$ cat src/rtl/rotary_paddle_if.sv
// Signal bundle between the rotary encoder conditioner and its neighbours.
// The master side drives the raw encoder phases and the frame tick; the slave side is the conditioner.
interface rotary_paddle_if;
    logic       rota;
    logic       rotb;
    logic       frame_tick;
    logic [9:0] paddle_y;
    logic       step_up;
    logic       step_dn;
    logic       quad_err;

    modport master (
        output rota, rotb, frame_tick,
        input  paddle_y, step_up, step_dn, quad_err
    );

    modport slave (
        input  rota, rotb, frame_tick,
        output paddle_y, step_up, step_dn, quad_err
    );
endinterface

$ cat src/rtl/rotary_paddle.sv
// Rotary encoder conditioner: sync + debounce both phases, decode full detents into
// up/down steps, keep a saturating paddle coordinate and publish it on frame_tick.
module rotary_paddle #(
    parameter int DEB_CYCLES = 50000,
    parameter int POS_MIN    = 0,
    parameter int POS_MAX    = 400,
    parameter int POS_INIT   = 200,
    parameter int STEP       = 8
) (
    input  logic             clk25,
    input  logic             reset,
    rotary_paddle_if.slave   bus
);
    localparam logic [16:0]       DEB_LAST = 17'(DEB_CYCLES - 1);
    localparam logic [10:0]       P_MIN    = 11'(POS_MIN);
    localparam logic [10:0]       P_MAX    = 11'(POS_MAX);
    localparam logic [10:0]       P_INIT   = 11'(POS_INIT);
    localparam logic [10:0]       P_STEP   = 11'(STEP);
    localparam logic signed [2:0] ACC_HI   = 3'sd3;
    localparam logic signed [2:0] ACC_LO   = -3'sd3;

    // Bit 1 is phase A, bit 0 is phase B, so the vector reads as {A,B}.
    logic [1:0] w_raw;
    logic [1:0] w_filt;

    assign w_raw = {bus.rota, bus.rotb};

    genvar gi;
    generate
        for (gi = 0; gi < 2; gi++) begin : g_deb
            logic        r_s1;
            logic        r_s2;
            logic        r_filt;
            logic [16:0] r_cnt;

            // A mismatch must persist DEB_CYCLES consecutive cycles; one matching cycle restarts the count.
            always_ff @(posedge clk25 or posedge reset) begin
                if (reset) begin
                    r_s1   <= 1'b0;
                    r_s2   <= 1'b0;
                    r_filt <= 1'b0;
                    r_cnt  <= '0;
                end else begin
                    r_s1 <= w_raw[gi];
                    r_s2 <= r_s1;
                    if (r_s2 == r_filt) begin
                        r_cnt <= '0;
                    end else if (r_cnt == DEB_LAST) begin
                        r_filt <= r_s2;
                        r_cnt  <= '0;
                    end else begin
                        r_cnt <= r_cnt + 17'd1;
                    end
                end
            end

            assign w_filt[gi] = r_filt;
        end
    endgenerate

    logic [1:0]        r_prev_q;
    logic [1:0]        w_idx;
    logic [1:0]        w_prev_idx;
    logic [1:0]        w_delta;
    logic              w_fwd;
    logic              w_rev;
    logic              w_ill;
    logic              w_up_hit;
    logic              w_dn_hit;
    logic signed [2:0] r_acc;
    logic [10:0]       r_pos;
    logic [10:0]       w_pos_sum;
    logic [10:0]       w_pos_up;
    logic [10:0]       w_pos_dn;
    logic [9:0]        r_paddle_y;
    logic              r_step_up;
    logic              r_step_dn;
    logic              r_quad_err;

    // Map the Gray sequence 00,10,11,01 onto 0..3 so a transition is just an index difference mod 4.
    assign w_idx      = {w_filt[0], w_filt[1] ^ w_filt[0]};
    assign w_prev_idx = {r_prev_q[0], r_prev_q[1] ^ r_prev_q[0]};
    assign w_delta    = w_idx - w_prev_idx;
    assign w_fwd      = (w_delta == 2'd1);
    assign w_rev      = (w_delta == 2'd3);
    assign w_ill      = (w_delta == 2'd2);
    assign w_up_hit   = w_fwd && (r_acc == ACC_HI);
    assign w_dn_hit   = w_rev && (r_acc == ACC_LO);

    assign w_pos_sum  = r_pos + P_STEP;
    assign w_pos_up   = (w_pos_sum > P_MAX) ? P_MAX : w_pos_sum;
    assign w_pos_dn   = (r_pos < P_MIN + P_STEP) ? P_MIN : (r_pos - P_STEP);

    always_ff @(posedge clk25 or posedge reset) begin
        if (reset) begin
            r_prev_q   <= 2'b00;
            r_acc      <= '0;
            r_pos      <= P_INIT;
            r_paddle_y <= P_INIT[9:0];
            r_step_up  <= 1'b0;
            r_step_dn  <= 1'b0;
            r_quad_err <= 1'b0;
        end else begin
            r_prev_q   <= w_filt;
            r_step_up  <= w_up_hit;
            r_step_dn  <= w_dn_hit;
            r_quad_err <= w_ill;

            if (w_up_hit || w_dn_hit) begin
                r_acc <= '0;
            end else if (w_fwd) begin
                r_acc <= r_acc + 3'sd1;
            end else if (w_rev) begin
                r_acc <= r_acc - 3'sd1;
            end

            if (w_up_hit) begin
                r_pos <= w_pos_up;
            end else if (w_dn_hit) begin
                r_pos <= w_pos_dn;
            end

            // Publishes the pre-update position when a step lands on the tick edge.
            if (bus.frame_tick) begin
                r_paddle_y <= r_pos[9:0];
            end
        end
    end

    assign bus.paddle_y = r_paddle_y;
    assign bus.step_up  = r_step_up;
    assign bus.step_dn  = r_step_dn;
    assign bus.quad_err = r_quad_err;
endmodule

$ cat src/flat_wrapper.sv
// flat-port wrapper written by rule: the top's interface ports become plain ports
module rotary_paddle_flat 
#(
    parameter int DEB_CYCLES = 50000,
    parameter int POS_MIN    = 0,
    parameter int POS_MAX    = 400,
    parameter int POS_INIT   = 200,
    parameter int STEP       = 8
)
  (clk25, reset, bus_rota, bus_rotb, bus_frame_tick, bus_paddle_y, bus_step_up, bus_step_dn, bus_quad_err);
  rotary_paddle_if bus_i ();
  input  logic clk25;
  input  logic reset;
  input wire logic [$bits(bus_i.rota)-1:0] bus_rota;
  input wire logic [$bits(bus_i.rotb)-1:0] bus_rotb;
  input wire logic [$bits(bus_i.frame_tick)-1:0] bus_frame_tick;
  output wire logic [$bits(bus_i.paddle_y)-1:0] bus_paddle_y;
  output wire logic [$bits(bus_i.step_up)-1:0] bus_step_up;
  output wire logic [$bits(bus_i.step_dn)-1:0] bus_step_dn;
  output wire logic [$bits(bus_i.quad_err)-1:0] bus_quad_err;
  assign bus_i.rota = bus_rota;
  assign bus_i.rotb = bus_rotb;
  assign bus_i.frame_tick = bus_frame_tick;
  assign bus_paddle_y = bus_i.paddle_y;
  assign bus_step_up = bus_i.step_up;
  assign bus_step_dn = bus_i.step_dn;
  assign bus_quad_err = bus_i.quad_err;
  rotary_paddle #(.DEB_CYCLES(DEB_CYCLES), .POS_MIN(POS_MIN), .POS_MAX(POS_MAX), .POS_INIT(POS_INIT), .STEP(STEP)) u_core (.clk25(clk25), .reset(reset), .bus(bus_i));
endmodule
$ cat config.mk
export PLATFORM = sky130hd
export DESIGN_NAME = rotary_paddle_flat
export DESIGN_NICKNAME = d
export VERILOG_FILES = /design/src/rtl/rotary_paddle_if.sv /design/src/rtl/rotary_paddle.sv /design/src/flat_wrapper.sv
export SDC_FILE = /design/constraint.sdc
export NUM_CORES = 1
export LEC_CHECK = 0
export BUFFER_PORTS_ARGS = -buffer_cell sky130_fd_sc_hd__buf_2
export CORE_UTILIZATION = 55
export DETAILED_ROUTE_END_ITERATION = 8
export HOLD_SLACK_MARGIN = 0.06
export PLACE_DENSITY = 0.73
export SLEW_MARGIN = 10
export SYNTH_ARGS = -nofsm -noshare
export SYNTH_HDL_FRONTEND = slang
export SYNTH_SLANG_ARGS = --single-unit
$ cat constraint.sdc
create_clock -name clk25 -period 2.44 [get_ports clk25]
set_input_delay 0 -clock clk25 [delete_from_list [all_inputs] [get_ports clk25]]
set_output_delay 0 -clock clk25 [all_outputs]
set_load 0.02 [all_outputs]
# After elaboration in Yosys (flattened, before gate mapping)
# Index checks and enable logic that the tools add are counted.
[op_classes] n_addsub=7 mux=11 order_cmp=2 n_bitwise=4 reduce_logical=7 eq_ne=9
[op_table] operator="$mux 17" n=4
[op_table] operator="$mux 11" n=4
[op_table] operator="$add 17x1->17 const B" n=2
[op_table] operator="$eq 17x16->1 const B" n=2
[op_table] operator="$add 11x4->11 const B" n=1
[op_table] operator="$gt 11x9->1 const B" n=1
[op_table] operator="$lt 11x4->1 const B" n=1
[op_table] operator="$sub 11x4->11 const B" n=1
[op_table] operator="$mux 3" n=3
[op_table] operator="$eq 3x3->1 const B" n=2
[op_table] operator="$eq 2x2->1 const B" n=2
[op_table] operator="$reduce_and 2->1" n=2
[op_table] operator="$add 3x2->3 const B" n=1
[op_table] operator="$reduce_bool 3->1" n=1
[op_table] operator="$sub 3x2->3 const B" n=1
[op_table] operator="$eq 1x1->1" n=2
[op_table] operator="$eq 2x1->1 const B" n=1
[op_table] operator="$logic_and 1x1->1" n=2
[op_table] operator="$not 1->1" n=2
[op_table] operator="$reduce_bool 2->1" n=1
[op_table] operator="$sub 2x2->2" n=1
[op_table] operator="$xor 1x1->1" n=2
[op_table] operator="$logic_or 1x1->1" n=1
[totals] ff_bits=69 word_cells=55

# Logic depth before layout (Yosys ltp)
[depth] word_depth=6 ltp_mapped=10 depth_no_buf=10

# Least setup slack after synthesis
# OpenSTA, ideal clock, no wires.
[synth_path] path_kind="reg2reg" from="register u_core.g_deb[0].r_filt" to="register u_core.r_acc[2]" path_slack_ns=0.339 required_ns=2.320 setup_time_ns=0.120 t_arrival_ns=1.981 path_stages_with_launch=10 path_cell_list="dfrtp_1 xnor2_1 ha_1 xor3_2 nor2_1 fa_1 inv_1 or3b_2 o21ai_0 nor2_1"
[synth_via] elab_chain_cells=6 word_cells_on_any_way=10 cone_classes="add/sub: 1; eq/ne: 2; mux: 2; bitwise: 1; reduce/logical: 4"
[synth_lines] element="from (decl)" line_no="rotary_paddle.sv:33" source="logic r_filt;"
[synth_lines] element="from (signal assigned)" line_no="rotary_paddle.sv:49" source="r_filt <= r_s2;"
[synth_lines] element="$xor 1x1->1" line_no="rotary_paddle.sv:81" source="assign w_idx = {w_filt[0], w_filt[1] ^ w_filt[0]};"
[synth_lines] element="$sub 2x2->2 *" line_no="rotary_paddle.sv:83" source="assign w_delta = w_idx - w_prev_idx;"
[synth_lines] element="$eq 2x1->1 or $eq 2x2->1 (tied branches)" line_no="rotary_paddle.sv:84, rotary_paddle.sv:85"
[synth_lines] element="$logic_and 1x1->1, on equally long branches" line_no="rotary_paddle.sv:87, rotary_paddle.sv:88"
[synth_lines] element="$logic_or 1x1->1" line_no="rotary_paddle.sv:109" source="if (w_up_hit || w_dn_hit) begin"
[synth_lines] element="$reduce_bool 3->1 (no source line) or $mux 3 (tied branches)"
[synth_lines] element="to (signal assigned)" line_no="rotary_paddle.sv:112" source="r_acc <= r_acc + 3'sd1;"
[synth_lines] element="to (signal assigned)" line_no="rotary_paddle.sv:114" source="r_acc <= r_acc - 3'sd1;"
[synth_lines] element="to (decl)" line_no="rotary_paddle.sv:70" source="logic signed [2:0] r_acc;"
# Mark *: on every way between the ends. The rest lies on a longest branch, timed or not.
# A chain may end at the register's enable or synchronous reset.

# Final worst setup path
# Ends and elaborated chain as after synthesis.

==> flow_summary.json <==
{
  "diodes": 0,
  "die_w_um": 78.9,
  "final_common_cell": "dfrtp_1",
  "cp.arrival_ps": 2450,
  "clockRootBuffer": "clkbuf_8",
  "peakVddDrop_mv": 0.433,
  "initial_core_util_pct": 58.1,
  "register_area_mm2": 0.00158,
  "post-place-ws_ps": 177,
  "fin_area_mm2": 0.00366,
  "sw_frac_of_total_pct": 22.1,
  "timing.fmax_mhz": 451,
  "pwr-share-comb_pct": 2.9,
  "setup_viol_count_final": 0,
  "avgSynthCellArea_um2": 10.4,
  "ys_ff_latch": 63,
  "cts_buffer_depth": 2,
  "hold_class": "input port to asynchronous set/reset pin",
  "core_mm2": 0.00561,
  "synth_top_cells_by_area": "dfrtp_1 44%, xor2_1 5.6%, nor2_1 5.5%, xnor2_1 5.1%, dfstp_2 4.8%",
  "dpl_cell_area_mm2": 0.00337,
  "synth.cell_area_mm2": 0.00326,
  "p_total_mw": 2.16,
  "gr-total-overflow": 0,
  "final_cell_mix": "57 x dfrtp_1, 48 x nor2_1, 21 x xor2_1",
  "drive_above_1_share_pct": 20.0,
  "finalCritPeriodShare_pct": 90.9,
  "yosysUniqueCellTypes": 53,
  "max_slew.worst_pin.slew_ps": 667,
  "finalHoldViolCount": 0,
  "cts_made_buffers": 9,
  "p_int_mw": 1.68,
  "drv_slew": 0,
  "design.final.nets": 346,
  "wl_per_cell_um": 14.0,
  "drc": 0,
  "grt_pass1_vias": 2200,
  "place.gp.congestion": 0.876,
  "dieHeight_um": 78.9,
  "synthFlopType": "dfrtp_1",
  "final.min_clock_period_ps": 2220,
  "status": "complete, no violations",
  "io_pins": 18,
  "p_seq_share_pct": 49.2,
  "switchingPower_uw": 477,
  "path_max_fanout": 5,
  "rsz0062_at_grt": "false",
  "fp-row-count": 27,
  "r2r_start": "u_core.g_deb[0].r_filt",
  "die-area_mm2": 0.00623,
  "worst_slack_ps": 223,
  "worstPathRequired_ps": 2670,
  "reg2reg_depth": 9,
  "path_class": "flip-flop to flip-flop",
  "cts_tree": "built",
  "endpoint_kind": "flip-flop",
  "grt_pass1_wl_um": 9940,
  "io_buffers": 14,
  "power_leakage_nw": 1.68,
  "grt_start_max_net_pins": 33,
  "multi_input_area_mm2": 0.00155,
  "yosys.area.top_type": "dfrtp_1",
  "drtIter0Drc": 103,
  "gr-usage-all-layers_pct": 21.0,
  "synthCells": 314,
  "cts.clk_slew.worst_paths_ps": 80,
  "netlist.area_leader.share_pct": 43.8,
  "clkPwrFrac_pct": 47.8,
  "h-tree-depth": 3,
  "maxSlewHeadroom_pct": 55.5,
  "antenna_found_initial": 0,
  "power.density_cell_area_mw_per_mm2": 591,
  "final.fill_count": 468,
  "syn2layout_area_growth_pct": 12.3,
  "whs_ps": 295,
  "fin_skew_ps": 9.11,
  "cts_sinks": 63,
  "r2r_setup_slack_ps": 220,
  "yosys_warnings": 0,
  "first_pass_iters": 4,
  "timing.rr.end": "u_core.r_acc[2]",
  "synth-seq-area-share_pct": 48.7,
  "drtAntennaViolNets": 0,
  "async_flop_share_pct": 100,
  "cp-start-kind": "flip-flop",
  "synth_edf_count": 0,
  "cap_viol_max_count": 0,
  "vias": 2295,
  "clkLatencyLatePin_ps": 340,
  "routed_via_density": 5.57,
  "routed_wl_um": 5780,
  "setup_tns_ps": 0,
  "dp_hpwl_um": 3870
}
==> final cells by class <==
| class | instances | share of cell area (%) |
|---|---|---|
| flip-flops and latches | 63 | 43.3 |
| inverters | 11 | 1.13 |
| well taps | 72 | 2.46 |
| repair buffers | 25 | 4.45 |
| clock inverters | 6 | 2.53 |
| multi-input cells | 225 | 42.4 |
| clock buffers | 10 | 3.76 |
==> cells in the mapped netlist, types with 2 or more instances <==
library cell and instances:
dfrtp_1 57, nor2_1 48, xor2_1 21, xnor2_1 19, nand3_1 15, nand2_1 13
inv_1 10, mux2_2 10, and4_1 8, buf_2 8, a21oi_1 7, and3_1 7
nand4_1 7, o21ai_0 7, dfstp_2 6, ha_1 5, nor3_1 5, and2_1 4
clkbuf_1 4, buf_4 3, nor2b_1 3, nor3b_1 3, nor4_1 3, o211ai_1 3
o31ai_1 3, a211o_1 2, a211oi_1 2, mux2i_1 2, nand2b_1 2, o22ai_1 2
or2_2 2, or3_1 2
==> cell families after synthesis <==
logic type	share of synthesized area, %
muxes	4.07
DFF	48.7
buffers and inverters	4.15
AOI/OAI and AO/OA	7.96
xor gates and xnor gates	11.5
and+or+nand+nor	21.0
adders and majority gates	2.54
other	0.115
==> worst max-delay path by stage <==
stage / startpoint / endpoint / cells after the start
after floorplan: u_core.g_deb[0].r_filt / u_core.r_acc[2] / 9
after detailed placement: u_core.g_deb[0].r_filt / u_core.r_acc[2] / 9
after global placement: u_core.g_deb[0].r_filt / u_core.r_acc[2] / 9
after global routing: u_core.g_deb[0].r_filt / u_core.r_acc[2] / 9
final: u_core.g_deb[0].r_filt / u_core.r_acc[2] / 9
after CTS: u_core.g_deb[0].r_filt / u_core.r_acc[2] / 9
==> flip-flops by register name (all words and copies together) (netlist names) <==
register / count
u_core.bus.quad_err: 1
u_core.bus.step_up: 1
u_core.g_deb.r_s2: 2
u_core.r_pos: 8
u_core.g_deb.r_cnt: 34
u_core.g_deb.r_s1: 2
u_core.r_prev_q: 2
u_core.bus.step_dn: 1
u_core.bus.paddle_y: 7
u_core.g_deb.r_filt: 2
u_core.r_acc: 3
==> critical path: stages (launching register included) <==
cell     delay, ps
dfrtp_1        440
xnor2_1        190
ha_1           180
xor3_2         300
nor2_1         130
fa_1           210
inv_1           50
or3b_2         450
o21ai_0         80
nor2_1          60
==> what timing repair did <==
action / 4_1_cts / 5_1_grt
buffers inserted: 0 / 2
endpoints found under the hold margin: 33 / 0
hold buffers: 4 / 0
endpoints found under the setup margin: 0 / 3
resized for setup: 0 / 1
==> stage by stage <==
step                instances  util (%)
floorplan                 316         -
global placement          390      60.0
detailed placement        390      60.0
CTS                       410      64.9
global route              412      65.2
finish                    412      65.2
==> routing by layer <==
layer  track usage (%)  wire (um)
met3              4.14        209
met1              28.7       2840
met4              10.9        136
met5                 0          0
met2              31.7       2600
==> power groups by stage <==
| stage | Combinational [mW] | Clock, mW | Sequential [mW] |
|---|---|---|---|
| floorplan | 0.0494 | 0 | 1.08 |
| global placement | 0.0590 | 0 | 1.08 |
| detailed placement | 0.0606 | 0 | 1.08 |
| CTS | 0.0657 | 1.05 | 1.06 |
| global route | 0.0740 | 1.10 | 1.06 |
| finish | 0.0629 | 1.03 | 1.06 |
No activity file was read; power rests on OpenSTA's default activity.
